**config.mk**
```make
export PLATFORM = sky130hd
export DESIGN_NAME = alu_cmd_ctrl
export DESIGN_NICKNAME = d
export VERILOG_FILES = /design/src/rtl/alu_cmd_ctrl_pkg.sv /design/src/rtl/alu_cmd_ctrl_txser.sv /design/src/rtl/alu_cmd_ctrl.sv
export SDC_FILE = /design/constraint.sdc
export NUM_CORES = 1
export LEC_CHECK = 0
export ABC_AREA = 1
export BUFFER_PORTS_ARGS = -buffer_cell sky130_fd_sc_hd__buf_2
export CORE_MARGIN = 5
export CORE_UTILIZATION = 62
export CTS_CLUSTER_DIAMETER = 80
export CTS_CLUSTER_SIZE = 30
export DETAILED_ROUTE_END_ITERATION = 16
export PLACE_DENSITY = 0.92
export SLEW_MARGIN = 20
export SYNTH_ARGS = -nofsm -noshare
export SYNTH_HDL_FRONTEND = slang
export SYNTH_SLANG_ARGS = --single-unit
export TNS_END_PERCENT = 1
```
**constraint.sdc**
```tcl
create_clock -name clk_i -period 3.95 [get_ports clk_i]
set_input_delay 0.5925 -clock clk_i [delete_from_list [all_inputs] [get_ports clk_i]]
set_output_delay 0.5925 -clock clk_i [all_outputs]
set_load 0.02 [all_outputs]
```
**src/rtl/alu_cmd_ctrl_pkg.sv**
```systemverilog
// Shared types and constants for the UART-to-ALU command sequencer.
// Opcode bytes, ALU operation encoding and controller state encoding.
package alu_cmd_ctrl_pkg;

    typedef enum logic [1:0] {
        ALU_ADD  = 2'd0,
        ALU_SUB  = 2'd1,
        ALU_MUL  = 2'd2,
        ALU_PASS = 2'd3
    } alu_op_e;

    typedef enum logic [2:0] {
        ST_IDLE,
        ST_LEN,
        ST_ECHO,
        ST_OPND,
        ST_EXEC,
        ST_WAIT,
        ST_SEND,
        ST_ERR
    } ctrl_state_e;

    localparam logic [7:0] OPC_ECHO = 8'hEC;
    localparam logic [7:0] OPC_ADD  = 8'hAD;
    localparam logic [7:0] OPC_SUB  = 8'h5B;
    localparam logic [7:0] OPC_MUL  = 8'h4C;
    localparam logic [7:0] ERR_BYTE = 8'hEE;

    function automatic logic opc_is_valid(input logic [7:0] b);
        return (b == OPC_ECHO) || (b == OPC_ADD) || (b == OPC_SUB) || (b == OPC_MUL);
    endfunction

    function automatic alu_op_e opc_to_op(input logic [7:0] b);
        case (b)
            OPC_ADD: return ALU_ADD;
            OPC_SUB: return ALU_SUB;
            OPC_MUL: return ALU_MUL;
            default: return ALU_PASS;
        endcase
    endfunction

endpackage

```
**src/rtl/alu_cmd_ctrl_txser.sv**
```systemverilog
// LSB-first serialiser feeding uart_tx; holds one word (or one single byte)
// and presents its bytes one at a time on an AXI-stream style handshake.
module alu_cmd_ctrl_txser #(
    parameter int unsigned DATA_WIDTH = 8,
    parameter int unsigned OPND_WIDTH = 32
) (
    input  logic                  clk_i,
    input  logic                  rst_ni,
    input  logic                  ld_byte_i,
    input  logic [DATA_WIDTH-1:0] byte_i,
    input  logic                  ld_word_i,
    input  logic [OPND_WIDTH-1:0] word_i,
    output logic [DATA_WIDTH-1:0] tx_tdata_o,
    output logic                  tx_tvalid_o,
    input  logic                  tx_tready_i,
    output logic                  done_o
);

    localparam int unsigned NB = OPND_WIDTH / DATA_WIDTH;
    localparam int unsigned CW = $clog2(NB + 1);

    logic [OPND_WIDTH-1:0] sr_q;
    logic [CW-1:0]         cnt_q;
    logic                  fire;

    assign tx_tvalid_o = (cnt_q != '0);
    assign tx_tdata_o  = sr_q[DATA_WIDTH-1:0];
    assign fire        = tx_tvalid_o && tx_tready_i;
    assign done_o      = fire && (cnt_q == CW'(1));

    always_ff @(posedge clk_i) begin
        if (!rst_ni) begin
            sr_q  <= '0;
            cnt_q <= '0;
        end else if (ld_word_i) begin
            sr_q  <= word_i;
            cnt_q <= CW'(NB);
        end else if (ld_byte_i) begin
            sr_q  <= OPND_WIDTH'(byte_i);
            cnt_q <= CW'(1);
        end else if (fire) begin
            sr_q  <= sr_q >> DATA_WIDTH;
            cnt_q <= cnt_q - 1'b1;
        end
    end

endmodule

```
**src/rtl/alu_cmd_ctrl.sv**
```systemverilog
// Command sequencer: parses framed rx commands, folds operands through an
// external ALU via req/gnt, and returns results (or echoed bytes) on tx.
module alu_cmd_ctrl
    import alu_cmd_ctrl_pkg::*;
#(
    parameter int unsigned DATA_WIDTH = 8,
    parameter int unsigned OPND_WIDTH = 32
) (
    input  logic                  clk_i,
    input  logic                  rst_ni,
    input  logic [DATA_WIDTH-1:0] rx_tdata_i,
    input  logic                  rx_tvalid_i,
    output logic                  rx_tready_o,
    output logic [DATA_WIDTH-1:0] tx_tdata_o,
    output logic                  tx_tvalid_o,
    input  logic                  tx_tready_i,
    output logic                  alu_req_o,
    input  logic                  alu_gnt_i,
    output logic [1:0]            alu_op_o,
    output logic [OPND_WIDTH-1:0] alu_a_o,
    output logic [OPND_WIDTH-1:0] alu_b_o,
    input  logic [OPND_WIDTH-1:0] alu_res_i,
    input  logic                  alu_res_valid_i,
    output logic                  busy_o,
    output logic                  err_o
);

    localparam int unsigned NB  = OPND_WIDTH / DATA_WIDTH;
    localparam int unsigned BCW = (NB > 1) ? $clog2(NB) : 1;

    ctrl_state_e           state_q;
    alu_op_e               op_q;
    logic                  is_echo_q;
    logic [DATA_WIDTH-1:0] len_q;
    logic [DATA_WIDTH-1:0] opnd_cnt_q;
    logic [DATA_WIDTH-1:0] echo_cnt_q;
    logic [BCW-1:0]        byte_cnt_q;
    logic [OPND_WIDTH-1:0] opnd_sr_q;
    logic [OPND_WIDTH-1:0] acc_q;
    logic [OPND_WIDTH-1:0] alu_a_q, alu_b_q;
    logic                  alu_req_q, err_q;

    logic                  rx_fire, last_byte, res_take, fold_done, go_err;
    logic                  ld_byte, ld_word, ser_done;
    logic [DATA_WIDTH-1:0] byte_val;
    logic [OPND_WIDTH-1:0] word_val, opnd_word;

    assign rx_tready_o = (state_q == ST_IDLE) || (state_q == ST_LEN) || (state_q == ST_OPND) ||
                         ((state_q == ST_ECHO) && !tx_tvalid_o);
    assign busy_o      = (state_q != ST_IDLE);
    assign err_o       = err_q;
    assign alu_req_o   = alu_req_q;
    assign alu_op_o    = op_q;
    assign alu_a_o     = alu_a_q;
    assign alu_b_o     = alu_b_q;

    // Serialiser loads are decided combinationally so tx is valid the cycle after the triggering event.
    always_comb begin
        rx_fire   = rx_tvalid_i && rx_tready_o;
        opnd_word = {rx_tdata_i, opnd_sr_q[OPND_WIDTH-1:DATA_WIDTH]};
        last_byte = rx_fire && (state_q == ST_OPND) && (byte_cnt_q == BCW'(NB - 1));
        res_take  = alu_res_valid_i &&
                    ((state_q == ST_WAIT) || ((state_q == ST_EXEC) && alu_gnt_i));
        fold_done = (opnd_cnt_q == len_q);
        go_err    = rx_fire && (((state_q == ST_IDLE) && !opc_is_valid(rx_tdata_i)) ||
                                ((state_q == ST_LEN) && (rx_tdata_i == '0)));
        ld_byte   = 1'b0;
        byte_val  = rx_tdata_i;
        ld_word   = 1'b0;
        word_val  = opnd_word;
        if (go_err) begin
            ld_byte  = 1'b1;
            byte_val = ERR_BYTE;
        end else if ((state_q == ST_ECHO) && rx_fire) begin
            ld_byte  = 1'b1;
        end
        if (last_byte && (opnd_cnt_q == '0) && (len_q == DATA_WIDTH'(1))) begin
            ld_word  = 1'b1;
        end else if (res_take && fold_done) begin
            ld_word  = 1'b1;
            word_val = alu_res_i;
        end
    end

    always_ff @(posedge clk_i) begin
        if (!rst_ni) begin
            state_q    <= ST_IDLE;
            op_q       <= ALU_ADD;
            is_echo_q  <= 1'b0;
            len_q      <= '0;
            opnd_cnt_q <= '0;
            echo_cnt_q <= '0;
            byte_cnt_q <= '0;
            opnd_sr_q  <= '0;
            acc_q      <= '0;
            alu_a_q    <= '0;
            alu_b_q    <= '0;
            alu_req_q  <= 1'b0;
            err_q      <= 1'b0;
        end else begin
            err_q <= 1'b0;
            case (state_q)
                ST_IDLE: if (rx_fire) begin
                    if (go_err) begin
                        state_q <= ST_ERR;
                        err_q   <= 1'b1;
                    end else begin
                        op_q      <= opc_to_op(rx_tdata_i);
                        is_echo_q <= (rx_tdata_i == OPC_ECHO);
                        state_q   <= ST_LEN;
                    end
                end
                ST_LEN: if (rx_fire) begin
                    len_q      <= rx_tdata_i;
                    opnd_cnt_q <= '0;
                    echo_cnt_q <= '0;
                    byte_cnt_q <= '0;
                    if (go_err) begin
                        state_q <= ST_ERR;
                        err_q   <= 1'b1;
                    end else begin
                        state_q <= is_echo_q ? ST_ECHO : ST_OPND;
                    end
                end
                ST_ECHO: begin
                    if (rx_fire) echo_cnt_q <= echo_cnt_q + 1'b1;
                    if (ser_done && (echo_cnt_q == len_q)) state_q <= ST_IDLE;
                end
                ST_OPND: if (rx_fire) begin
                    opnd_sr_q  <= opnd_word;
                    byte_cnt_q <= byte_cnt_q + 1'b1;
                    if (last_byte) begin
                        byte_cnt_q <= '0;
                        opnd_cnt_q <= opnd_cnt_q + 1'b1;
                        if (opnd_cnt_q == '0) begin
                            acc_q <= opnd_word;
                            if (len_q == DATA_WIDTH'(1)) state_q <= ST_SEND;
                        end else begin
                            alu_a_q   <= acc_q;
                            alu_b_q   <= opnd_word;
                            alu_req_q <= 1'b1;
                            state_q   <= ST_EXEC;
                        end
                    end
                end
                ST_EXEC: if (alu_gnt_i) begin
                    alu_req_q <= 1'b0;
                    if (res_take) begin
                        acc_q   <= alu_res_i;
                        state_q <= fold_done ? ST_SEND : ST_OPND;
                    end else begin
                        state_q <= ST_WAIT;
                    end
                end
                ST_WAIT: if (res_take) begin
                    acc_q   <= alu_res_i;
                    state_q <= fold_done ? ST_SEND : ST_OPND;
                end
                ST_SEND, ST_ERR: if (ser_done) state_q <= ST_IDLE;
                default: state_q <= ST_IDLE;
            endcase
        end
    end

    alu_cmd_ctrl_txser #(
        .DATA_WIDTH (DATA_WIDTH),
        .OPND_WIDTH (OPND_WIDTH)
    ) u_txser (
        .clk_i       (clk_i),
        .rst_ni      (rst_ni),
        .ld_byte_i   (ld_byte),
        .byte_i      (byte_val),
        .ld_word_i   (ld_word),
        .word_i      (word_val),
        .tx_tdata_o  (tx_tdata_o),
        .tx_tvalid_o (tx_tvalid_o),
        .tx_tready_i (tx_tready_i),
        .done_o      (ser_done)
    );

endmodule
```
==> results of run 1 <==
==> critical path, stage by stage, from the launching register on <==
cell and delay [ns]:
dfxtp_1 0.55, nand3_2 0.21, nand2_4 0.38, inv_4 0.26, nor2_8 0.25, nand3_2 0.29, nand2_2 0.16, buf_4 0.38
o211ai_1 0.22, a21oi_1 0.20, nor2_1 0.05
==> registers in the layout (all words and copies together) (netlist names) <==
name / count
u_txser.sr_q: 32
echo_cnt_q: 8
is_echo_q: 1
state_q: 3
alu_op_o: 2
alu_a_o: 32
opnd_cnt_q: 8
opnd_sr_q: 24
acc_q: 32
err_o: 1
len_q: 8
alu_b_o: 32
byte_cnt_q: 2
alu_req_o: 1
u_txser.cnt_q: 3
==> routing by layer <==
metal  vias to the layer above  share of wire, %  track usage [%]
met3                       139                12            7.873
met1                      4084                40            44.81
met5                         -                 0                0
li1                       4303                 -                -
met4                         0               5.3            16.92
met2                       682                43            46.80
==> cell type report <==
cell class / instances / area, um2 / share of cell area, %
clock buffers: 18 / 439.2 / 4.412
well taps: 180 / 225.2 / 2.262
multi-input cells: 885 / 4215 / 42.35
inverters: 110 / 420.4 / 4.223
repair buffers: 134 / 698.2 / 7.014
clock inverters: 14 / 172.7 / 1.735
flip-flops and latches: 189 / 3784 / 38.01
==> cell usage after synthesis <==
master / number
nand3_2: 4
and3_1: 1
o21ai_1: 34
dfxtp_1: 189
nand4_1: 30
inv_2: 5
nand2_1: 271
clkinv_4: 1
buf_1: 2
inv_1: 101
buf_4: 12
xnor2_1: 7
buf_6: 5
nand2_4: 3
nor2_8: 1
o21a_1: 1
a21oi_1: 95
and2_1: 1
buf_2: 16
ha_1: 7
inv_4: 1
o211ai_1: 4
o21bai_2: 2
a221oi_1: 1
nor2_2: 2
a21oi_2: 1
nand3b_1: 2
clkinv_1: 2
clkbuf_1: 45
nor2_1: 165
nand3_1: 60
o21ai_0: 134
nand2_2: 5
nand3_4: 1
nor3b_1: 1
xor2_1: 8
nor3_1: 6
nand4_2: 1
a211oi_1: 3
nor2_4: 1
a31oi_1: 33
==> where the power goes <==
group / leakage (uW) / switching, uW / internal, uW
registers: 0.00153 / 164 / 2110
clock network: 0.000305 / 813 / 977
logic: 0.00285 / 1080 / 411
total: 0.00468 / 2060 / 3500
==> final timing paths <==
path	startpoint	endpoint	slack, ns	cells after the start
worst max-delay path	state_q[2]$_SDFFE_PN0P_	u_txser.sr_q[0]$_SDFFE_PN0P_	0.89	10
worst min-delay path	alu_gnt_i	alu_req_o$_SDFFE_PN0P_	0.43	2
worst max register to register	state_q[2]$_SDFFE_PN0P_	u_txser.sr_q[0]$_SDFFE_PN0P_	0.89	10
worst min register to register	is_echo_q$_SDFFE_PN0P_	is_echo_q$_SDFFE_PN0P_	0.47	2
==> cells in the final DEF, fill, tap and decap left out, drive strengths merged <==
cell type,instances
a211oi,3
a21oi,96
a221oi,1
a31oi,33
and2,1
and3,1
buf,134
bufinv,2
clkbuf,18
clkinv,7
dfxtp,189
ha,7
inv,115
nand2,279
nand3,65
nand3b,2
nand4,31
nor2,169
nor3,6
nor3b,1
o211ai,4
o21a,1
o21ai,168
o21bai,2
xnor2,7
xor2,8
==> through the flow <==
| stage | utilization (%) | cell area (um2) | setup slack [ns] |
|---|---|---|---|
| finish | 71.44 | 9955 | 0.8918 |
| CTS | 71.44 | 9955 | 0.9709 |
| detailed placement | 67.05 | 9343 | 1.010 |
| floorplan | - | 8817 | 1.877 |
| global route | 71.44 | 9955 | 0.6548 |
| global placement | 67.05 | 9343 | 1.061 |
==> logic make-up after synthesis <==
| logic type | share of synthesized area [%] |
|---|---|
| flops | 42.91 |
| simple gates | 26.86 |
| compound gates | 18.41 |
| fa+ha+maj | 0.9933 |
| buf+inv | 9.337 |
| xor+xnor | 1.490 |
==> impl_metrics.env, run 1 <==
export IMPL_cts_sinks=189
export IMPL_grt_pass1_wl_um=43200
export IMPL_skew_ns=0.01445
export IMPL_cts_inserted_buffers=17
export IMPL_die_h_um=129.3
export IMPL_dp_cells=1498
export IMPL_cts_tree="yes"
export IMPL_vias=9208
export IMPL_grt_overflow_total=0
export IMPL_hold_viol=0
export IMPL_peakVddDrop_v=0.0004693
export IMPL_drv_slew=0
export IMPL_die_x_um=129.3
export IMPL_grt_max_degree=88
export IMPL_path_class="register to register"
export IMPL_worstSkewPairLatency_ns=0.44
export IMPL_syn_area_um2=8817
export IMPL_antenna_left=0
export IMPL_cp_arrival_ns=3.40
export IMPL_rsz0062_at_grt="no"
export IMPL_p_leak_uw=0.004682
export IMPL_ctsHoldBuffers=0
export IMPL_hold_slack_ns=0.4274
export IMPL_num_nets_final=1390
export IMPL_ys_seq_area_share_pct=42.91
export IMPL_cts_root_buf="clkbuf_16"
export IMPL_nFillCells=1028
export IMPL_first_pass_iters=7
export IMPL_dp_hpwl_um=18250
export IMPL_antenna_found_initial=0
export IMPL_drtIter0Drc=1741
export IMPL_n_antenna_cell=0
export IMPL_dieArea_um2=16710
export IMPL_postCtsResizedCells=0
export IMPL_port_buffers=124
export IMPL_synth_area_top_cells="dfxtp_1 (43%), nand2_1 (12%), o21ai_0 (7.6%)"
export IMPL_syn_instance_count=1264
export IMPL_wl_per_cell_um=17.77
export IMPL_ys_ff_latch=189
export IMPL_syn_num_nets=1317
export IMPL_status="complete, no violations"
export IMPL_drive_above_1_share_pct=14.37
export IMPL_gp_congestion=1.018
export IMPL_finalCritPeriodShare_pct=77.42
export IMPL_via_per_inst=6.018
export IMPL_finalPower_uw=5556
export IMPL_hp_class="input port to register"
export IMPL_p_per_area_nw_per_um2=558.1
export IMPL_routed_wl_um=27190
export IMPL_finalSetupTns_ns=0
export IMPL_synth_avg_cell_area_um2=6.976
export IMPL_synth_top_area_share_pct=42.91
export IMPL_critPathMaxFanout=38
export IMPL_drc_errors=0
export IMPL_area_growth_pct=12.90
export IMPL_cts_max_level=4
export IMPL_core_area_um2=13930
export IMPL_row_count=43
export IMPL_clk_pin_slew_ns=0.08
export IMPL_post_cts_setup_buffers=0
export IMPL_start_util_pct=63.28
export IMPL_critPathLaunchType="register"
export IMPL_worstPathRequired_ns=4.29
export IMPL_pin_count=125
export IMPL_synth_cell_types=41
export IMPL_setup_violations=0
export IMPL_drv_max_cap_violation_count=0
export IMPL_cp_end_kind="register"
export IMPL_finalNonFillerCells=1530
export IMPL_period_minus_slack_ns=3.058
export IMPL_cts_path_max_buffers=2
export IMPL_grt_pass1_vias=8320
export IMPL_ys_warn_count=0
export IMPL_grt_usage_pct=32.36
export IMPL_yosysTopAreaCell="dfxtp_1"
export IMPL_fmax_ghz=0.3270
export IMPL_worst_pin_slew_ns=0.9858
export IMPL_slew_headroom_pct=33.88
Power figures use the tool's default switching activity.
==> run 2: changes to the inputs <==
Settings changed: CORE_UTILIZATION 62 to 52, PLACE_DENSITY 0.92 to 0.83.
Clock period 3.95 ns to 2.6 ns, I/O delays scaled along.
==> impl_metrics.env, run 2 (synthesis results as in run 1) <==
export IMPL_nFillCells=1484
export IMPL_cts_inserted_buffers=17
export IMPL_dieArea_um2=19660
export IMPL_post_cts_setup_buffers=0
export IMPL_row_count=47
export IMPL_ctsHoldBuffers=0
export IMPL_critPathLaunchType="register"
export IMPL_final_cell_mix="nand2_1 (271), dfxtp_1 (189), nor2_1 (165)"
export IMPL_drtIter0Drc=1027
export IMPL_p_leak_uw=0.004731
export IMPL_period_minus_slack_ns=2.373
export IMPL_cts_root_buf="clkbuf_16"
export IMPL_area_growth_pct=14.86
export IMPL_critical_path_cell_chain="nand3_2 > nand2_4 > inv_4 > buf_4 > o21ai_0 > nand2_1 > inv_2 > buf_12 > o21ai_0 > a31oi_1"
export IMPL_hold_slack_ns=0.2026
export IMPL_fin_util_pct=61.07
export IMPL_worstSetupEndpoint="acc_q[8]$_SDFFE_PN0P_"
export IMPL_dp_hpwl_um=19550
export IMPL_num_nets_final=1401
export IMPL_seq_area_um2=3784
export IMPL_finalPower_uw=8455
export IMPL_cp_end_kind="register"
export IMPL_critPathMaxFanout=64
export IMPL_drv_max_cap_violation_count=0
export IMPL_routed_wl_um=27620
export IMPL_r2r_end="acc_q[8]$_SDFFE_PN0P_"
export IMPL_core_area_um2=16580
export IMPL_worst_pin_slew_ns=0.5251
export IMPL_die_x_um=140.2
export IMPL_worstPathRequired_ns=2.96
export IMPL_cp_arrival_ns=2.73
export IMPL_fmax_ghz=0.4215
export IMPL_critPathLaunch="state_q[2]$_SDFFE_PN0P_"
export IMPL_grt_pass1_wl_um=44650
export IMPL_wl_per_cell_um=17.46
export IMPL_grt_pass1_vias=8307
export IMPL_grt_overflow_total=0
export IMPL_clk_pin_slew_ns=0.08
export IMPL_drv_slew=0
export IMPL_path_class="register to register"
export IMPL_pin_count=125
export IMPL_slew_headroom_pct=64.91
export IMPL_via_per_inst=5.698
export IMPL_drc_errors=0
export IMPL_die_h_um=140.2
export IMPL_drive_above_1_share_pct=15.06
export IMPL_finalSetupTns_ns=0
export IMPL_multiInputGateArea_um2=4215
export IMPL_antenna_found_initial=0
export IMPL_status="complete, no violations"
export IMPL_rr_worst_depth=10
export IMPL_first_pass_iters=6
export IMPL_finalCritPeriodShare_pct=91.26
export IMPL_gp_congestion=0.9570
export IMPL_cts_max_level=4
export IMPL_critical_path_top_delay_family="compound AO/OA/AOI/OAI gates"
export IMPL_skew_ns=0.009041
export IMPL_hp_class="input port to register"
export IMPL_worstSkewPairLatency_ns=0.44
export IMPL_vias=9015
export IMPL_setup_violations=0
export IMPL_mostFrequentLayoutCell="nand2_1"
export IMPL_cts_tree="yes"
export IMPL_grt_max_degree=120
export IMPL_crit_slowest_cell="dfxtp_1"
export IMPL_postCtsResizedCells=0
export IMPL_rrSetupSlack_ns=0.23
export IMPL_slowest_delay_ns=0.56
export IMPL_cts_sinks=189
export IMPL_peakVddDrop_v=0.0006624
export IMPL_cts_path_max_buffers=2
export IMPL_port_buffers=124
export IMPL_start_util_pct=53.17
export IMPL_cp_num_cells=10
export IMPL_timing_critical_path_mode_cell="o21ai_0"
export IMPL_antenna_left=0
export IMPL_cp_num_buf_inv=4
export IMPL_grt_usage_pct=28.01
export IMPL_hold_viol=0
export IMPL_crit_reg2reg_launch="state_q[2]$_SDFFE_PN0P_"
export IMPL_rsz0062_at_grt="no"
export IMPL_p_per_area_nw_per_um2=834.8
## run 2: power by group
part	switching, uW	leakage (uW)	internal [uW]
clock network	1350	0.000294	1310
logic	1640	0.00291	690
registers	258	0.00153	3200
total	3250	0.00473	5210
## run 2: area by class of cell
| cell class | count | share of cell area, % |
|---|---|---|
| flip-flops and latches | 189 | 37.36 |
| diodes | 1 | 0.02471 |
| inverters | 110 | 4.151 |
| repair buffers | 145 | 8.080 |
| clock inverters | 15 | 1.841 |
| multi-input cells | 885 | 41.62 |
| well taps | 220 | 2.718 |
| clock buffers | 17 | 4.201 |
## run 2: per-stage QoR
step	std cells	cell area, um2	setup WS, ns
floorplan	1264	8817	0.5265
global placement	1549	9513	0.2807
detailed placement	1549	9513	0.2634
CTS	1581	10120	0.2510
global route	1581	10120	0.06495
finish	1582	10130	0.2273
## run 2: per-layer routing
| metal | vias to the layer above | GRT usage, % | share of wire, % |
|---|---|---|---|
| met5 | - | 0 | 0 |
| met4 | 0 | 11.78 | 3.4 |
| met3 | 64 | 7.123 | 9.8 |
| met2 | 475 | 42.62 | 45 |
| met1 | 4170 | 37.88 | 42 |
| li1 | 4306 | - | - |
## run 2: worst min-delay path by stage
stage                            startpoint                      endpoint  cells past startpoint
2_1_floorplan  u_txser.sr_q[4]$_SDFFE_PN0P_  u_txser.sr_q[4]$_SDFFE_PN0P_                      2
3_3_place_gp         is_echo_q$_SDFFE_PN0P_        is_echo_q$_SDFFE_PN0P_                      2
3_5_place_dp   u_txser.sr_q[4]$_SDFFE_PN0P_  u_txser.sr_q[4]$_SDFFE_PN0P_                      2
4_1_cts                           alu_gnt_i        alu_req_o$_SDFFE_PN0P_                      2
5_1_grt                           alu_gnt_i        alu_req_o$_SDFFE_PN0P_                      2
6_report                          alu_gnt_i        alu_req_o$_SDFFE_PN0P_                      2
## run 2: worst reg2reg max path, delay by kind of cell (launching register included)
family                 cells  cell delay (ns)
AOI/OAI and AO/OA          3             0.71
buffers and inverters      4             0.59
DFF                        1             0.56
and+or+nand+nor            3             0.43
==> run 3: changes to the inputs <==
Settings changed: CORE_MARGIN 5 to 4.
==> impl_metrics.env, run 3 (synthesis results as in run 1) <==
export IMPL_period_minus_slack_ns=2.416
export IMPL_grt_usage_pct=27.92
export IMPL_cp_arrival_ns=2.75
export IMPL_die_h_um=138.2
export IMPL_first_pass_iters=6
export IMPL_drv_slew=0
export IMPL_wl_per_cell_um=17.23
export IMPL_worst_pin_slew_ns=0.8077
export IMPL_r2r_end="u_txser.sr_q[7]$_SDFFE_PN0P_"
export IMPL_drtIter0Drc=1175
export IMPL_p_int_uw=5214
export IMPL_start_util_pct=53.17
export IMPL_slew_headroom_pct=46.02
export IMPL_rrSetupSlack_ns=0.18
export IMPL_nFillCells=1502
export IMPL_port_buffers=124
export IMPL_finalSetupTns_ns=0
export IMPL_cts_sinks=189
export IMPL_power_sequential_fraction_pct=41.0
export IMPL_skew_ns=0.01273
export IMPL_finalPower_uw=8454
export IMPL_ctsHoldBuffers=0
export IMPL_finalCritPeriodShare_pct=92.92
export IMPL_via_per_inst=5.710
export IMPL_critPathLaunchType="register"
export IMPL_p_per_area_nw_per_um2=835.6
export IMPL_cp_end_kind="register"
export IMPL_clockPowerShare_pct=31.3
export IMPL_worstSkewPairLatency_ns=0.45
export IMPL_drv_max_cap_violation_count=0
export IMPL_hold_viol=0
export IMPL_path_class="register to register"
export IMPL_cts_root_buf="clkbuf_16"
export IMPL_die_x_um=138.2
export IMPL_antenna_found_initial=0
export IMPL_cts_tree="yes"
export IMPL_grt_overflow_total=0
export IMPL_seq_area_um2=3784
export IMPL_vias=9028
export IMPL_cts_max_level=4
export IMPL_crit_reg2reg_launch="state_q[2]$_SDFFE_PN0P_"
export IMPL_pin_count=125
export IMPL_rsz0062_at_grt="no"
export IMPL_postCtsResizedCells=0
export IMPL_hold_slack_ns=0.1991
export IMPL_mostFrequentLayoutCell="nand2_1"
export IMPL_setup_violations=0
export IMPL_row_count=47
export IMPL_area_growth_pct=14.74
export IMPL_worstPathRequired_ns=2.94
export IMPL_gp_congestion=0.9829
export IMPL_cts_path_max_buffers=2
export IMPL_fmax_ghz=0.4139
export IMPL_status="complete, no violations"
export IMPL_grt_max_degree=89
export IMPL_dp_hpwl_um=19050
export IMPL_post_cts_setup_buffers=0
export IMPL_hp_class="input port to register"
export IMPL_grt_pass1_wl_um=44030
export IMPL_switchingPower_uw=3241
export IMPL_n_antenna_cell=0
export IMPL_antenna_left=0
export IMPL_num_nets_final=1401
export IMPL_drive_above_1_share_pct=15.06
export IMPL_final_cell_mix="nand2_1 (271), dfxtp_1 (189), nor2_1 (165)"
export IMPL_drc_errors=0
export IMPL_cts_inserted_buffers=17
export IMPL_rr_worst_depth=11
export IMPL_routed_wl_um=27240
export IMPL_holdPathEnd="alu_req_o$_SDFFE_PN0P_"
export IMPL_peakVddDrop_v=0.0005130
export IMPL_multiInputGateArea_um2=4215
export IMPL_critPathMaxFanout=15
export IMPL_clk_pin_slew_ns=0.08
export IMPL_core_area_um2=16580
export IMPL_comb_power_share_pct=27.8
export IMPL_dieArea_um2=19100
export IMPL_holdPathStages=2
export IMPL_grt_pass1_vias=8259
export IMPL_sw_frac_of_total_pct=38.33
export IMPL_min_from="alu_gnt_i"
export IMPL_p_leak_uw=0.004730
[run 3: cell type report]
cell class / instances / share of cell area, %
clock inverter: 15 / 1.768
clock buffer: 17 / 4.205
timing repair buffer: 145 / 8.088
multi-input combinational: 885 / 41.66
tap: 220 / 2.721
inverter: 110 / 4.155
sequential: 189 / 37.40
[run 3: worst max-delay path by stage]
stage | to | start | slack [ns]
after floorplan | echo_cnt_q[7]$_SDFFE_PN0P_ | u_txser.cnt_q[0]$_SDFFE_PP0P_ | 0.53
after global placement | u_txser.sr_q[6]$_SDFFE_PN0P_ | rx_tdata_i[7] | 0.09
after detailed placement | u_txser.sr_q[6]$_SDFFE_PN0P_ | rx_tdata_i[7] | 0.1
after CTS | alu_a_o[15]$_SDFFE_PN0P_ | state_q[0]$_SDFFE_PN0P_ | 0.28
after global routing | u_txser.sr_q[4]$_SDFFE_PN0P_ | u_txser.cnt_q[0]$_SDFFE_PP0P_ | 0.04
final | u_txser.sr_q[7]$_SDFFE_PN0P_ | state_q[2]$_SDFFE_PN0P_ | 0.18
[run 3: power by group through the flow]
stage | Sequential, uW | Combinational (uW) | Clock [uW]
2_1_floorplan | 3440 | 1670 | 0
3_3_place_gp | 3510 | 2250 | 0
3_5_place_dp | 3520 | 2290 | 0
4_1_cts | 3450 | 2300 | 2670
5_1_grt | 3500 | 2590 | 2800
6_report | 3460 | 2350 | 2640
[run 3: critical path, cell delays in order, from the launching register on]
cell and delay (ns):
dfxtp_1 0.56, inv_2 0.06, nand3_2 0.14, nor2_4 0.06, nand2_4 0.10, clkinv_4 0.09
nand3_2 0.09, nand2_2 0.08, inv_2 0.24, nand4_2 0.49, o21ai_0 0.34, nor2_1 0.06
[run 3: routing by layer]
layer | track usage, % | vias up | share of wire, % | wire length (um)
met5 | 0 | - | 0 | 0
met4 | 11.44 | 0 | 4.2 | 1152
met3 | 6.768 | 90 | 9.7 | 2637
met2 | 42.86 | 497 | 44 | 12060
met1 | 37.94 | 4118 | 42 | 11390
li1 | - | 4323 | - | -
[run 3: through the flow]
| stage | std cells | utilization (%) | cell area, um2 | setup slack [ns] |
|---|---|---|---|---|
| 2_1_floorplan | 1264 | - | 8817 | 0.5265 |
| 3_3_place_gp | 1549 | 57.36 | 9513 | 0.08580 |
| 3_5_place_dp | 1549 | 57.36 | 9513 | 0.09878 |
| 4_1_cts | 1581 | 61.01 | 10120 | 0.2814 |
| 5_1_grt | 1581 | 61.01 | 10120 | 0.03835 |
| 6_report | 1581 | 61.01 | 10120 | 0.1841 |
